===== config.mk =====
export PLATFORM = sky130hd
export DESIGN_NAME = divide_sequencer
export DESIGN_NICKNAME = d
export VERILOG_FILES = /design/src/rtl/div_pkg.sv /design/src/rtl/sync_fifo.sv /design/src/rtl/divide_sequencer.sv
export SDC_FILE = /design/constraint.sdc
export NUM_CORES = 1
export LEC_CHECK = 0
export ABC_AREA = 0
export BUFFER_PORTS_ARGS = -buffer_cell sky130_fd_sc_hd__buf_2
export CAP_MARGIN = 10
export CORE_MARGIN = 2
export CORE_UTILIZATION = 25
export CTS_CLUSTER_SIZE = 12
export DETAILED_ROUTE_END_ITERATION = 6
export MAX_ROUTING_LAYER = met4
export PLACE_DENSITY = 0.44
export SYNTH_ARGS = -nofsm -noshare
export SYNTH_HDL_FRONTEND = slang
export SYNTH_SLANG_ARGS = --single-unit

===== constraint.sdc =====
create_clock -name clk -period 4.3 [get_ports clk]
set_input_delay 0.86 -clock clk [delete_from_list [all_inputs] [get_ports clk]]
set_output_delay 0.86 -clock clk [all_outputs]
set_load 0.01 [all_outputs]

===== src/rtl/div_pkg.sv =====
// Shared definitions for the divide sequencer: sequencer FSM encoding and the
// default operand width of the attached divider.
package div_pkg;

   localparam int unsigned DefaultWidth = 36;

   typedef enum logic [2:0] {
      StIdle  = 3'd0,
      StLoad  = 3'd1,
      StStart = 3'd2,
      StWait  = 3'd3,
      StGap   = 3'd4,
      StHold  = 3'd5
   } seq_state_e;

endpackage


===== src/rtl/sync_fifo.sv =====
// Single-clock job FIFO with synchronous active-high reset.
// Depth must be a power of two (>= 2) so the pointers wrap naturally.
module sync_fifo #(
   parameter int unsigned Width = 8,
   parameter int unsigned Depth = 4
) (
   input  logic             clk_i,
   input  logic             reset_i,
   input  logic             push_i,
   input  logic [Width-1:0] wdata_i,
   input  logic             pop_i,
   output logic [Width-1:0] rdata_o,
   output logic             full_o,
   output logic             empty_o
);

   localparam int unsigned PtrW = (Depth > 1) ? $clog2(Depth) : 1;
   localparam int unsigned CntW = $clog2(Depth) + 1;

   logic [Width-1:0] mem_q [Depth];
   logic [PtrW-1:0]  wr_ptr_q, wr_ptr_d;
   logic [PtrW-1:0]  rd_ptr_q, rd_ptr_d;
   logic [CntW-1:0]  count_q, count_d;
   logic             push_ok;
   logic             pop_ok;

   assign full_o  = (count_q == CntW'(Depth));
   assign empty_o = (count_q == '0);
   assign rdata_o = mem_q[rd_ptr_q];

   // Push is refused when full, so a full FIFO never sees push and pop together.
   assign push_ok = push_i & ~full_o;
   assign pop_ok  = pop_i & ~empty_o;

   always_comb begin
      wr_ptr_d = wr_ptr_q;
      rd_ptr_d = rd_ptr_q;
      count_d  = count_q;
      if (push_ok) begin
         wr_ptr_d = wr_ptr_q + PtrW'(1);
      end
      if (pop_ok) begin
         rd_ptr_d = rd_ptr_q + PtrW'(1);
      end
      unique case ({push_ok, pop_ok})
         2'b10:   count_d = count_q + CntW'(1);
         2'b01:   count_d = count_q - CntW'(1);
         default: count_d = count_q;
      endcase
   end

   always_ff @(posedge clk_i) begin
      if (reset_i) begin
         wr_ptr_q <= '0;
         rd_ptr_q <= '0;
         count_q  <= '0;
      end else begin
         wr_ptr_q <= wr_ptr_d;
         rd_ptr_q <= rd_ptr_d;
         count_q  <= count_d;
      end
   end

   always_ff @(posedge clk_i) begin
      if (push_ok) begin
         mem_q[wr_ptr_q] <= wdata_i;
      end
   end

endmodule


===== src/rtl/divide_sequencer.sv =====
// Queues divide jobs and feeds them one at a time to an edge-started divider,
// handling zero divisors locally and bounding the wait for the divider's ready pulse.
module divide_sequencer
   import div_pkg::*;
#(
   parameter int unsigned WIDTH      = DefaultWidth,
   parameter int unsigned FIFO_DEPTH = 4,
   parameter int unsigned TIMEOUT    = WIDTH + 8
) (
   input  logic             clk,
   input  logic             reset,
   input  logic             in_valid,
   output logic             in_ready,
   input  logic [WIDTH-1:0] in_num,
   input  logic [WIDTH-1:0] in_den,
   input  logic             in_sign,
   output logic             div_start,
   output logic             div_sign,
   output logic [WIDTH-1:0] div_dividend,
   output logic [WIDTH-1:0] div_divider,
   input  logic [WIDTH-1:0] div_quotient,
   input  logic [WIDTH-1:0] div_remainder,
   input  logic             div_ready,
   output logic             out_valid,
   input  logic             out_ready,
   output logic [WIDTH-1:0] out_quotient,
   output logic [WIDTH-1:0] out_remainder,
   output logic             out_dz,
   output logic             out_err,
   output logic             busy
);

   localparam int unsigned EntryW = 2 * WIDTH + 1;
   localparam int unsigned CntW   = $clog2(TIMEOUT + 1);

   seq_state_e       state_q, state_d;
   logic [CntW-1:0]  cnt_q, cnt_d;
   logic             div_sign_q, div_sign_d;
   logic [WIDTH-1:0] div_dividend_q, div_dividend_d;
   logic [WIDTH-1:0] div_divider_q, div_divider_d;
   logic [WIDTH-1:0] out_quotient_q, out_quotient_d;
   logic [WIDTH-1:0] out_remainder_q, out_remainder_d;
   logic             out_dz_q, out_dz_d;
   logic             out_err_q, out_err_d;

   logic              fifo_push;
   logic              fifo_pop;
   logic              fifo_full;
   logic              fifo_empty;
   logic [EntryW-1:0] fifo_wdata;
   logic [EntryW-1:0] fifo_rdata;
   logic              head_sign;
   logic [WIDTH-1:0]  head_num;
   logic [WIDTH-1:0]  head_den;

   assign in_ready   = ~fifo_full & ~reset;
   assign fifo_push  = in_valid & in_ready;
   assign fifo_wdata = {in_sign, in_num, in_den};

   assign head_sign = fifo_rdata[EntryW-1];
   assign head_num  = fifo_rdata[2*WIDTH-1:WIDTH];
   assign head_den  = fifo_rdata[WIDTH-1:0];

   sync_fifo #(
      .Width (EntryW),
      .Depth (FIFO_DEPTH)
   ) u_job_fifo (
      .clk_i   (clk),
      .reset_i (reset),
      .push_i  (fifo_push),
      .wdata_i (fifo_wdata),
      .pop_i   (fifo_pop),
      .rdata_o (fifo_rdata),
      .full_o  (fifo_full),
      .empty_o (fifo_empty)
   );

   always_comb begin
      state_d         = state_q;
      cnt_d           = cnt_q;
      div_sign_d      = div_sign_q;
      div_dividend_d  = div_dividend_q;
      div_divider_d   = div_divider_q;
      out_quotient_d  = out_quotient_q;
      out_remainder_d = out_remainder_q;
      out_dz_d        = out_dz_q;
      out_err_d       = out_err_q;
      fifo_pop        = 1'b0;

      unique case (state_q)
         StIdle: begin
            if (!fifo_empty) begin
               fifo_pop = 1'b1;
               if (head_den == '0) begin
                  // Zero divisor is answered locally; the divider is never started.
                  state_d         = StHold;
                  out_quotient_d  = '1;
                  out_remainder_d = head_num;
                  out_dz_d        = 1'b1;
                  out_err_d       = 1'b0;
               end else begin
                  state_d        = StLoad;
                  div_sign_d     = head_sign;
                  div_dividend_d = head_num;
                  div_divider_d  = head_den;
               end
            end
         end
         StLoad: begin
            state_d = StStart;
         end
         StStart: begin
            cnt_d   = '0;
            state_d = StWait;
         end
         StWait: begin
            cnt_d = cnt_q + CntW'(1);
            if (div_ready) begin
               state_d         = StHold;
               out_quotient_d  = div_quotient;
               out_remainder_d = div_remainder;
               out_dz_d        = 1'b0;
               out_err_d       = 1'b0;
            end else if (cnt_d == CntW'(TIMEOUT)) begin
               state_d         = StHold;
               out_quotient_d  = '0;
               out_remainder_d = '0;
               out_dz_d        = 1'b0;
               out_err_d       = 1'b1;
            end
         end
         StHold: begin
            if (out_ready) begin
               state_d   = StGap;
               out_dz_d  = 1'b0;
               out_err_d = 1'b0;
            end
         end
         StGap: begin
            // Guarantees div_start is low for a cycle before the next rising edge.
            state_d = StIdle;
         end
         default: begin
            state_d = StIdle;
         end
      endcase
   end

   always_ff @(posedge clk) begin
      if (reset) begin
         state_q         <= StIdle;
         cnt_q           <= '0;
         div_sign_q      <= 1'b0;
         div_dividend_q  <= '0;
         div_divider_q   <= '0;
         out_quotient_q  <= '0;
         out_remainder_q <= '0;
         out_dz_q        <= 1'b0;
         out_err_q       <= 1'b0;
      end else begin
         state_q         <= state_d;
         cnt_q           <= cnt_d;
         div_sign_q      <= div_sign_d;
         div_dividend_q  <= div_dividend_d;
         div_divider_q   <= div_divider_d;
         out_quotient_q  <= out_quotient_d;
         out_remainder_q <= out_remainder_d;
         out_dz_q        <= out_dz_d;
         out_err_q       <= out_err_d;
      end
   end

   assign div_start     = (state_q == StStart);
   assign div_sign      = div_sign_q;
   assign div_dividend  = div_dividend_q;
   assign div_divider   = div_divider_q;
   assign out_valid     = (state_q == StHold);
   assign out_quotient  = out_quotient_q;
   assign out_remainder = out_remainder_q;
   assign out_dz        = out_dz_q;
   assign out_err       = out_err_q;
   assign busy          = (state_q != StIdle) | ~fifo_empty;

endmodule


# Yosys cells after proc, flatten, opt, wreduce, memory -nomap -nowiden
# Memories as Yosys holds them, arrays and structs flattened. A register that Yosys moved wholly into a read port is not among the register bits.
# Index checks and enable logic that the tools add are counted.
[totals]
reg_bits = 163
latchBits = 0
mem_bits_rw = 292
rom_bits = 0
inputBits = 150
out_inout_bits = 151
word_cells = 85
memories = 1
[mem_list]
columns = ["memory", "depth", "word_bits", "rd", "rd_ports_with_merged_regs", "write_ports", "line_no", "source"]
rows = [
  ["u_job_fifo.mem_q", 4, 73, 1, 1, 1, "sync_fifo.sv:20", "logic [Width-1:0] mem_q [Depth];"],
]
[classes]
addsub = 5
n_mul = 0
div_mod_pow = 0
n_lt_le_gt_ge = 0
eq_ne = 12
shifts = 0
mux = 34
bitwise_logic = 9
reduce_logical = 12
[ops]
columns = ["op", "count"]
rows = [
  ["two-way mux 36 bit", 7],
  ["one-hot mux 36 bit (2 select lines)", 2],
  ["zero test 36 bit", 1],
  ["two-way mux 3 bit", 5],
  ["one-hot mux 3 bit (5 select lines)", 1],
  ["two-way mux 1 bit", 13],
  ["one-hot mux 6 bit (2 select lines)", 1],
  ["adder 6 x 1 -> 6 bit (second input constant)", 1],
  ["== test 3 x 2 -> 1 bit (second input constant)", 2],
  ["== test 3 bit (second input constant)", 2],
  ["== test 6 bit (second input constant)", 1],
  ["zero test 3 bit", 2],
  ["one-hot mux 1 bit (3 select lines)", 2],
  ["one-hot mux 3 bit (2 select lines)", 1],
  ["AND reduction 3 bit", 2],
  ["nonzero test 2 bit", 3],
  ["nonzero test 3 bit", 2],
  ["AND reduction 5 bit", 1],
  ["adder 2 x 1 -> 2 bit (second input constant)", 2],
  ["AND 1 bit", 4],
  ["two-way mux 2 bit", 2],
  ["inequality test 2 bit (second input constant)", 2],
  ["inverter 1 bit", 4],
  ["AND reduction 4 bit", 1],
  ["other kinds (8)", 8],
]

# Depth between registers and ports, before layout
# Gate-level depths: netlist of run 1.
[logic_depth]
depth_word = 7
depth_mapped = 10
ltp_nobuf = 10

# Hierarchy
# From an unflattened synthesis of run 1, not the netlist that was laid out.
[hier_totals]
hier_cells = 1218
area_unflattened_um2 = 17648.2
[by_module_without_submodules]
columns = ["mod", "n_inst", "cells_each", "area_per_inst_um2", "seq_area_each_um2"]
rows = [
  ["sync_fifo", 1, 435, 11083.1, 8948.6],
  ["divide_sequencer", 1, 783, 6565.0, 3123.0],
]

# Worst setup path after synthesis of run 1
# OpenSTA, ideal clock, no wires.
[synth_timing]
path_kind = "input -> register"
startpoint = "input port reset"
endpoint = "memory u_job_fifo.mem_q[0][0] (netlist bit) (enable)"
setup_time_ns = 0.440
arrival_time_ns = 3.059
required_ns = 3.860
setup_slack_ns = 0.802
path_stages = 2
n_path_buf = 0
cell_sequence = "a31oi_1 -> and3_1"
[synth_between]
elab_chain_cells = 6
[synth_lines]
columns = ["element", "line_no", "source"]
rows = [
  ["from (decl)", "divide_sequencer.sv:11", "input logic reset,"],
  ["inverter 1 bit", "divide_sequencer.sv:56", "assign in_ready = ~fifo_full & ~reset;"],
  ["AND 1 bit", "divide_sequencer.sv:56", ""],
  ["AND 1 bit", "divide_sequencer.sv:57", "assign fifo_push = in_valid & in_ready;"],
  ["AND 1 bit", "sync_fifo.sv:32", "assign push_ok = push_i & ~full_o;"],
  ["two-way mux 1 bit", "sync_fifo.sv:65", "if (push_ok) begin"],
  ["two-way mux 1 bit (not written as such)", "sync_fifo.sv:66", "mem_q[wr_ptr_q] <= wdata_i;"],
  ["to (decl)", "sync_fifo.sv:20", ""],
]
# No other way between the ends.

==> impl_metrics.env, run 1 <==
export IMPL_worst_slew_pin_slew_ns=0.9787
export IMPL_combinationalPowerShare_pct=25.7
export IMPL_grt_pass1_wl_mm=71.14
export IMPL_clk_latency_ns=0.58
export IMPL_dr_first_iter_drc_count=623
export IMPL_start_util_pct=25.24
export IMPL_gp_congestion=0.7532
export IMPL_synth_top_area_share_pct=49.70
export IMPL_maxCapViolCount=0
export IMPL_pre_cts_ws_ns=0.7319
export IMPL_firstDrtPassIters=5
export IMPL_use_met2_pct=21.41
export IMPL_yosys_top_cells_area="edfxtp_1 50%, dfxtp_1 19%, mux4_2 9.3%"
export IMPL_post_cts_buffers=0
export IMPL_die_w_um=269.7
export IMPL_vias=10793
export IMPL_cts_tree="built"
export IMPL_p_int_mw=9.198
export IMPL_crit_path_start_kind="flop"
export IMPL_nNetsFinal=1654
export IMPL_cts_inserted_buffers=52
export IMPL_path_class="flop to flop"
export IMPL_skew_ns=0.01058
export IMPL_synth_cell_type_count=44
export IMPL_final_core_util_pct=31.45
export IMPL_period_needed_ns=3.568
export IMPL_hold_class="flop to flop"
export IMPL_rows=97
export IMPL_die_y_um=269.7
export IMPL_r2r_end="out_remainder[13]"
export IMPL_clk_pin_slew_ns=0.06
export IMPL_power_mw=13.30
export IMPL_synthArstFlopShare_pct=0
export IMPL_avgRoutedWirePerCell_um=19.21
export IMPL_critical_path_buf_inv_count=2
export IMPL_synth_ff_type="edfxtp_1"
export IMPL_cts_hold_buf=0
export IMPL_overflow=0
export IMPL_top_usage_layer="met2"
export IMPL_slew_viol_final=0
export IMPL_postRouteAntennaNets=0
export IMPL_cp_common_cell="buf_12"
export IMPL_finalSetupTns_ns=0
export IMPL_setup_viol=0
export IMPL_clock_sinks=457
export IMPL_h_tree_depth=2
export IMPL_hold_viol_final=0
export IMPL_mappedNetlistArea_sq_um=17640
export IMPL_critical_path_arrival_ns=4.03
export IMPL_syn_inst=1196
export IMPL_vias_per_cell=4.336
export IMPL_io_buffers=300
export IMPL_worstSetupEndpointType="flop"
export IMPL_ioPinCount=301
export IMPL_max_slew_margin_pct=34.76
export IMPL_grt_max_degree=83
export IMPL_crit_end="out_remainder[13]"
export IMPL_status="finished, final reports clean"
export IMPL_power_frac_seq_pct=41.5
export IMPL_drive_above_1_share_pct=34.35
export IMPL_critPathRequiredTime_ns=4.77
export IMPL_dp_hpwl_mm=30.82
export IMPL_swShare_pct=30.84
export IMPL_antenna_found_initial=11
export IMPL_synth_seq_cells=457
export IMPL_yosysSeqAreaShare_pct=68.42
export IMPL_fp_dieArea_sq_um=72720
export IMPL_rsz0062_at_grt="no"
export IMPL_hold_ws_ns=0.4529
export IMPL_synth_nets=1353
export IMPL_clkPwrFrac_pct=32.8
export IMPL_cp_top_family="simple AND/OR/NAND/NOR gates"
export IMPL_ff2ff_path_depth=8
export IMPL_met3_usage_pct=2.876
export IMPL_area_growth_pct=24.59
export IMPL_setup_ws_ns=0.7325
export IMPL_cts_resized=0
export IMPL_cts_buffer_depth=3
export IMPL_r2r_setup_slack_ns=0.73
export IMPL_crit_cells=8
export IMPL_cp_slowest_stage_delay_ns=0.62
export IMPL_path_cells="buf_12 > mux4_2 > nor4_1 > nand2_1 > nor2_2 > a31oi_4 > buf_12 > mux2_1"
export IMPL_synth_edf_count=292
export IMPL_power_switching_mw=4.101
export IMPL_ir_drop_mv=0.3658
export IMPL_p_leak_nw=8.192
export IMPL_wirelength_mm=47.82
export IMPL_synth_warnings=0
export IMPL_power_density_nw_per_um2=604.9
export IMPL_fmax_mhz=280.3
export IMPL_crit_path_max_fanout=72
export IMPL_met1_usage_pct=16.64
export IMPL_finalCritPeriodShare_pct=82.97
export IMPL_crit_path_top_delay_cell="dfxtp_4"
export IMPL_cts_root_buffer="clkbuf_16"
export IMPL_num_fill_cells=7080
export IMPL_synth_top_area_cell="edfxtp_1"
export IMPL_syn_area_per_cell_sq_um=14.75
export IMPL_grt_usage_pct=13.22
export IMPL_first_global_vias=11110
export IMPL_drt_drc_violations_left=0
export IMPL_core_sq_um=69910
## how the worst min path moves through the flow
stage                         start                       to  cells past startpoint
global placement    div_divider[10]          div_divider[10]                      2
CTS                      in_num[32]  u_job_fifo.mem_q[0][68]                      1
detailed placement  div_divider[10]          div_divider[10]                      2
finish              div_divider[10]          div_divider[10]                      2
global route             in_num[28]  u_job_fifo.mem_q[3][64]                      1
floorplan                  cnt_q[5]                 cnt_q[5]                      1
## final cells by class
cell class / instances / area [sq um] / area share (%)
Clock buffer: 79 / 1554 / 7.069
Multi-Input combinational cell: 616 / 5100 / 23.20
Sequential cell: 457 / 12080 / 54.95
Inverter: 44 / 165.2 / 0.7513
Tap cell: 940 / 1176 / 5.350
Clock inverter: 18 / 133.9 / 0.6090
Antenna cell: 9 / 22.52 / 0.1024
Timing Repair Buffer: 326 / 1753 / 7.974
## per-layer routing
| metal | up-vias | wire length [um] |
|---|---|---|
| li1 | 5056 | - |
| met1 | 5416 | 21370 |
| met2 | 251 | 23120 |
| met3 | 70 | 2250 |
| met4 | 0 | 1078 |
| met5 | - | 0 |
## worst reg2reg max path: stages (launching register included)
cell and delay, ns:
dfxtp_4 0.62, buf_12 0.27, mux4_2 0.59, nor4_1 0.55, nand2_1 0.25, nor2_2 0.28
a31oi_4 0.13, buf_12 0.25, mux2_1 0.51
## cell usage after synthesis, types with 2 or more instances
master	number
nand2_1	158
a21oi_1	82
o31ai_1	2
o21ai_0	3
a311oi_1	2
nor3_1	3
buf_1	4
mux2_2	2
mux2_1	34
edfxtp_1	292
or3_1	2
clkbuf_1	52
buf_4	4
inv_1	44
a221oi_2	30
mux4_2	73
buf_2	14
a221oi_1	6
buf_6	5
mux2i_1	38
nor2b_1	39
nor2_1	59
xnor2_1	2
and3_1	6
dfxtp_1	165
nor4_1	10
ha_1	6
nand3_1	41
xor2_1	3
## placed cells by master (no fill, tap or decap), drive strengths merged, types with 2 or more instances in the layout
cell type  netlist  final
a21oi           82     82
a221oi          36     36
a311oi           2      2
a31oi            2      2
and3             6      6
buf             27    326
clkbuf          52     79
clkinv           0     11
dfxtp          165    165
diode            0      9
edfxtp         292    292
ha               6      6
inv             44     49
mux2            36     36
mux2i           38     38
mux4            73     73
nand2          158    158
nand3           41     41
nor2            60     60
nor2b           39     39
nor3             3      3
nor4            10     10
o21ai            3      3
o31ai            2      2
or3              2      2
xnor2            2      2
xor2             3      3
## power groups by stage
stage	Sequential (mW)	Clock [mW]	Combinational (mW)
global placement	5.60	0	3.49
global route	5.58	4.69	3.75
detailed placement	5.61	0	3.51
finish	5.51	4.36	3.42
floorplan	5.62	0	2.23
CTS	5.53	4.53	3.52
## per-stage QoR
step           instance area [sq um]  instances
2_1_floorplan                  17640       1196
3_3_place_gp                   20270       2383
3_5_place_dp                   20270       2383
4_1_cts                        21960       2480
5_1_grt                        21980       2488
6_report                       21980       2489
## flip-flops by register name, indices dropped and copies added, names as in the netlist, 2 cells and up, named ones only
register,flops
u_job_fifo.mem_q,292
div_dividend,36
div_divider,36
out_quotient,36
out_remainder,36
cnt_q,6
state_q,3
u_job_fifo.count_q,3
u_job_fifo.rd_ptr_q,2
u_job_fifo.wr_ptr_q,2
## cell families (layout without fill, tap and decap cells)
family                   Yosys count  count (layout)  share of synthesized area, %
adder cells (fa/ha/maj)            7               7                        0.5389
flip-flops                       457             457                         68.42
AND/OR/NAND/NOR                  326             326                         8.212
multiplexers                     147             147                         13.77
other                              0               9                             0
XOR/XNOR                           5               5                        0.2482
buffers and inverters            123             467                         3.014
AO/OA/AOI/OAI                    131             131                         5.801
Note: power is estimated with default switching activity, not from simulation.
==> run 2, diff against run 1 <==
==> constraint.sdc (replaced) <==
create_clock -name clk -period 3.4 [get_ports clk]
set_input_delay 0.68 -clock clk [delete_from_list [all_inputs] [get_ports clk]]
set_output_delay 0.68 -clock clk [all_outputs]
set_load 0.01 [all_outputs]
==> impl_metrics.env, run 2 (synthesis gave the netlist of run 1 again) <==
export IMPL_power_mw=16.93
export IMPL_clk_pin_slew_ns=0.06
export IMPL_ioPinCount=301
export IMPL_fp_dieArea_sq_um=72720
export IMPL_multi_input_area_sq_um=5106
export IMPL_cts_inserted_buffers=53
export IMPL_postRouteAntennaNets=0
export IMPL_regMostFlops="u_job_fifo.mem_q"
export IMPL_drt_drc_violations_left=0
export IMPL_grt_usage_pct=13.21
export IMPL_clk_latency_ns=0.60
export IMPL_dr_first_iter_drc_count=657
export IMPL_overflow=0
export IMPL_dp_hpwl_mm=31.21
export IMPL_fin_cells=2499
export IMPL_largest_reg_flops=292
export IMPL_finalCritPeriodShare_pct=93.79
export IMPL_max_slew_margin_pct=40.89
export IMPL_critPathRequiredTime_ns=3.85
export IMPL_vias=10826
export IMPL_path_class="flop to flop"
export IMPL_r2r_setup_slack_ns=0.21
export IMPL_grt_pass1_wl_mm=71.66
export IMPL_power_density_nw_per_um2=764.0
export IMPL_cts_tree="built"
export IMPL_p_leak_nw=8.264
export IMPL_gp_congestion=0.7789
export IMPL_status="finished, final reports clean"
export IMPL_final_common_cell="buf_2"
export IMPL_wirelength_mm=47.07
export IMPL_slew_viol_final=0
export IMPL_crit_path_start_kind="flop"
export IMPL_antenna_found_initial=13
export IMPL_skew_ns=0.02138
export IMPL_critical_path_buf_inv_count=2
export IMPL_finalSetupTns_ns=0
export IMPL_grt_max_degree=120
export IMPL_maxCapViolCount=0
export IMPL_rows=97
export IMPL_h_tree_depth=2
export IMPL_die_y_um=269.7
export IMPL_first_global_vias=11336
export IMPL_r2r_end="div_dividend[13]"
export IMPL_whs_endpoint="u_job_fifo.mem_q[0][1]"
export IMPL_core_sq_um=69910
export IMPL_cts_hold_buf=0
export IMPL_final_cell_mix="299 x buf_2, 292 x edfxtp_1, 163 x dfxtp_1"
export IMPL_firstDrtPassIters=4
export IMPL_cts_buffer_depth=3
export IMPL_cts_root_buffer="clkbuf_16"
export IMPL_hp_start="in_den[1]"
export IMPL_start_util_pct=25.24
export IMPL_ff2ff_path_depth=8
export IMPL_cp_common_cell="buf_12"
export IMPL_drive_above_1_share_pct=34.34
export IMPL_cp_slowest_stage_delay_ns=0.60
export IMPL_critical_path_arrival_ns=3.63
export IMPL_crit_path_top_delay_cell="mux4_2"
export IMPL_cp_top_family="multiplexers"
export IMPL_avgRoutedWirePerCell_um=18.84
export IMPL_num_fill_cells=7066
export IMPL_ir_drop_mv=0.4620
export IMPL_vias_per_cell=4.332
export IMPL_io_buffers=300
export IMPL_crit_path_max_fanout=37
export IMPL_path_cells="buf_12 > mux4_2 > nor4_1 > nand4_1 > o31ai_4 > buf_12 > mux2i_1 > nor2_1"
export IMPL_worst_slew_pin_slew_ns=0.8866
export IMPL_worstSetupEndpointType="flop"
export IMPL_area_growth_pct=25.61
export IMPL_fmax_mhz=313.6
export IMPL_clock_sinks=457
export IMPL_seqCellArea_sq_um=12080
export IMPL_hold_ws_ns=0.2951
export IMPL_min_delay_path_depth=1
export IMPL_die_w_um=269.7
export IMPL_dp_cells=2392
export IMPL_period_needed_ns=3.189
export IMPL_nNetsFinal=1664
export IMPL_rsz0062_at_grt="no"
export IMPL_hold_class="primary input to flop"
export IMPL_hold_viol_final=0
export IMPL_setup_viol=0
==> run 2: repair_timing <==
action | in CTS | in global routing
setup endpoints to repair | 0 | 3
buffers inserted | 0 | 0
gates resized for setup | 0 | 1
==> run 2: power breakdown <==
part / leakage, nW / switching, mW / internal [mW]
logic: 3.43 / 2.58 / 1.90
registers: 3.99 / 0.305 / 6.57
clock network: 0.843 / 2.30 / 3.28
==> run 2: worst register-to-register path: stages (launching register included) <==
cell     delay [ns]
dfxtp_4        0.36
buf_12         0.24
mux4_2         0.62
nor4_1         0.35
nand4_1        0.34
o31ai_4        0.48
buf_12         0.33
mux2i_1        0.29
nor2_1         0.05
==> run 2: per-layer routing <==
layer	up-vias	part of all wire, %	global-route usage [%]
li1	5079	-	-
met1	5418	45	16.91
met2	252	48	20.88
met3	77	4.6	2.681
met4	0	2.6	4.532
met5	-	0	-
==> run 2: final cells by class <==
cell class | instances | area share (%)
Clock inverter | 22 | 0.8637
Inverter | 44 | 0.7452
Timing Repair Buffer | 335 | 8.553
Multi-Input combinational cell | 616 | 23.04
Tap cell | 940 | 5.307
Sequential cell | 457 | 54.50
Clock buffer | 78 | 6.915
Antenna cell | 7 | 0.07903
==> run 2: how the worst max path moves through the flow <==
stage | from | to | slack (ns) | cells past startpoint
floorplan | reset | u_job_fifo.mem_q[0][0] | 0.08 | 2
global placement | flop | div_dividend[12] | 0.18 | 8
detailed placement | flop | div_dividend[14] | 0.17 | 8
CTS | flop | div_dividend[14] | 0.17 | 8
global route | flop | div_dividend[11] | 0.05 | 8
finish | flop | div_dividend[13] | 0.21 | 8
==> run 2: metrics by stage <==
step | util (%) | instance area [sq um] | worst slack (ns)
6_report | 31.70 | 22160 | 0.2112
5_1_grt | 31.70 | 22160 | 0.05212
4_1_cts | 31.67 | 22140 | 0.1653
3_5_place_dp | 29.20 | 20420 | 0.1703
3_3_place_gp | 29.20 | 20420 | 0.1756
2_1_floorplan | - | 17640 | 0.08155
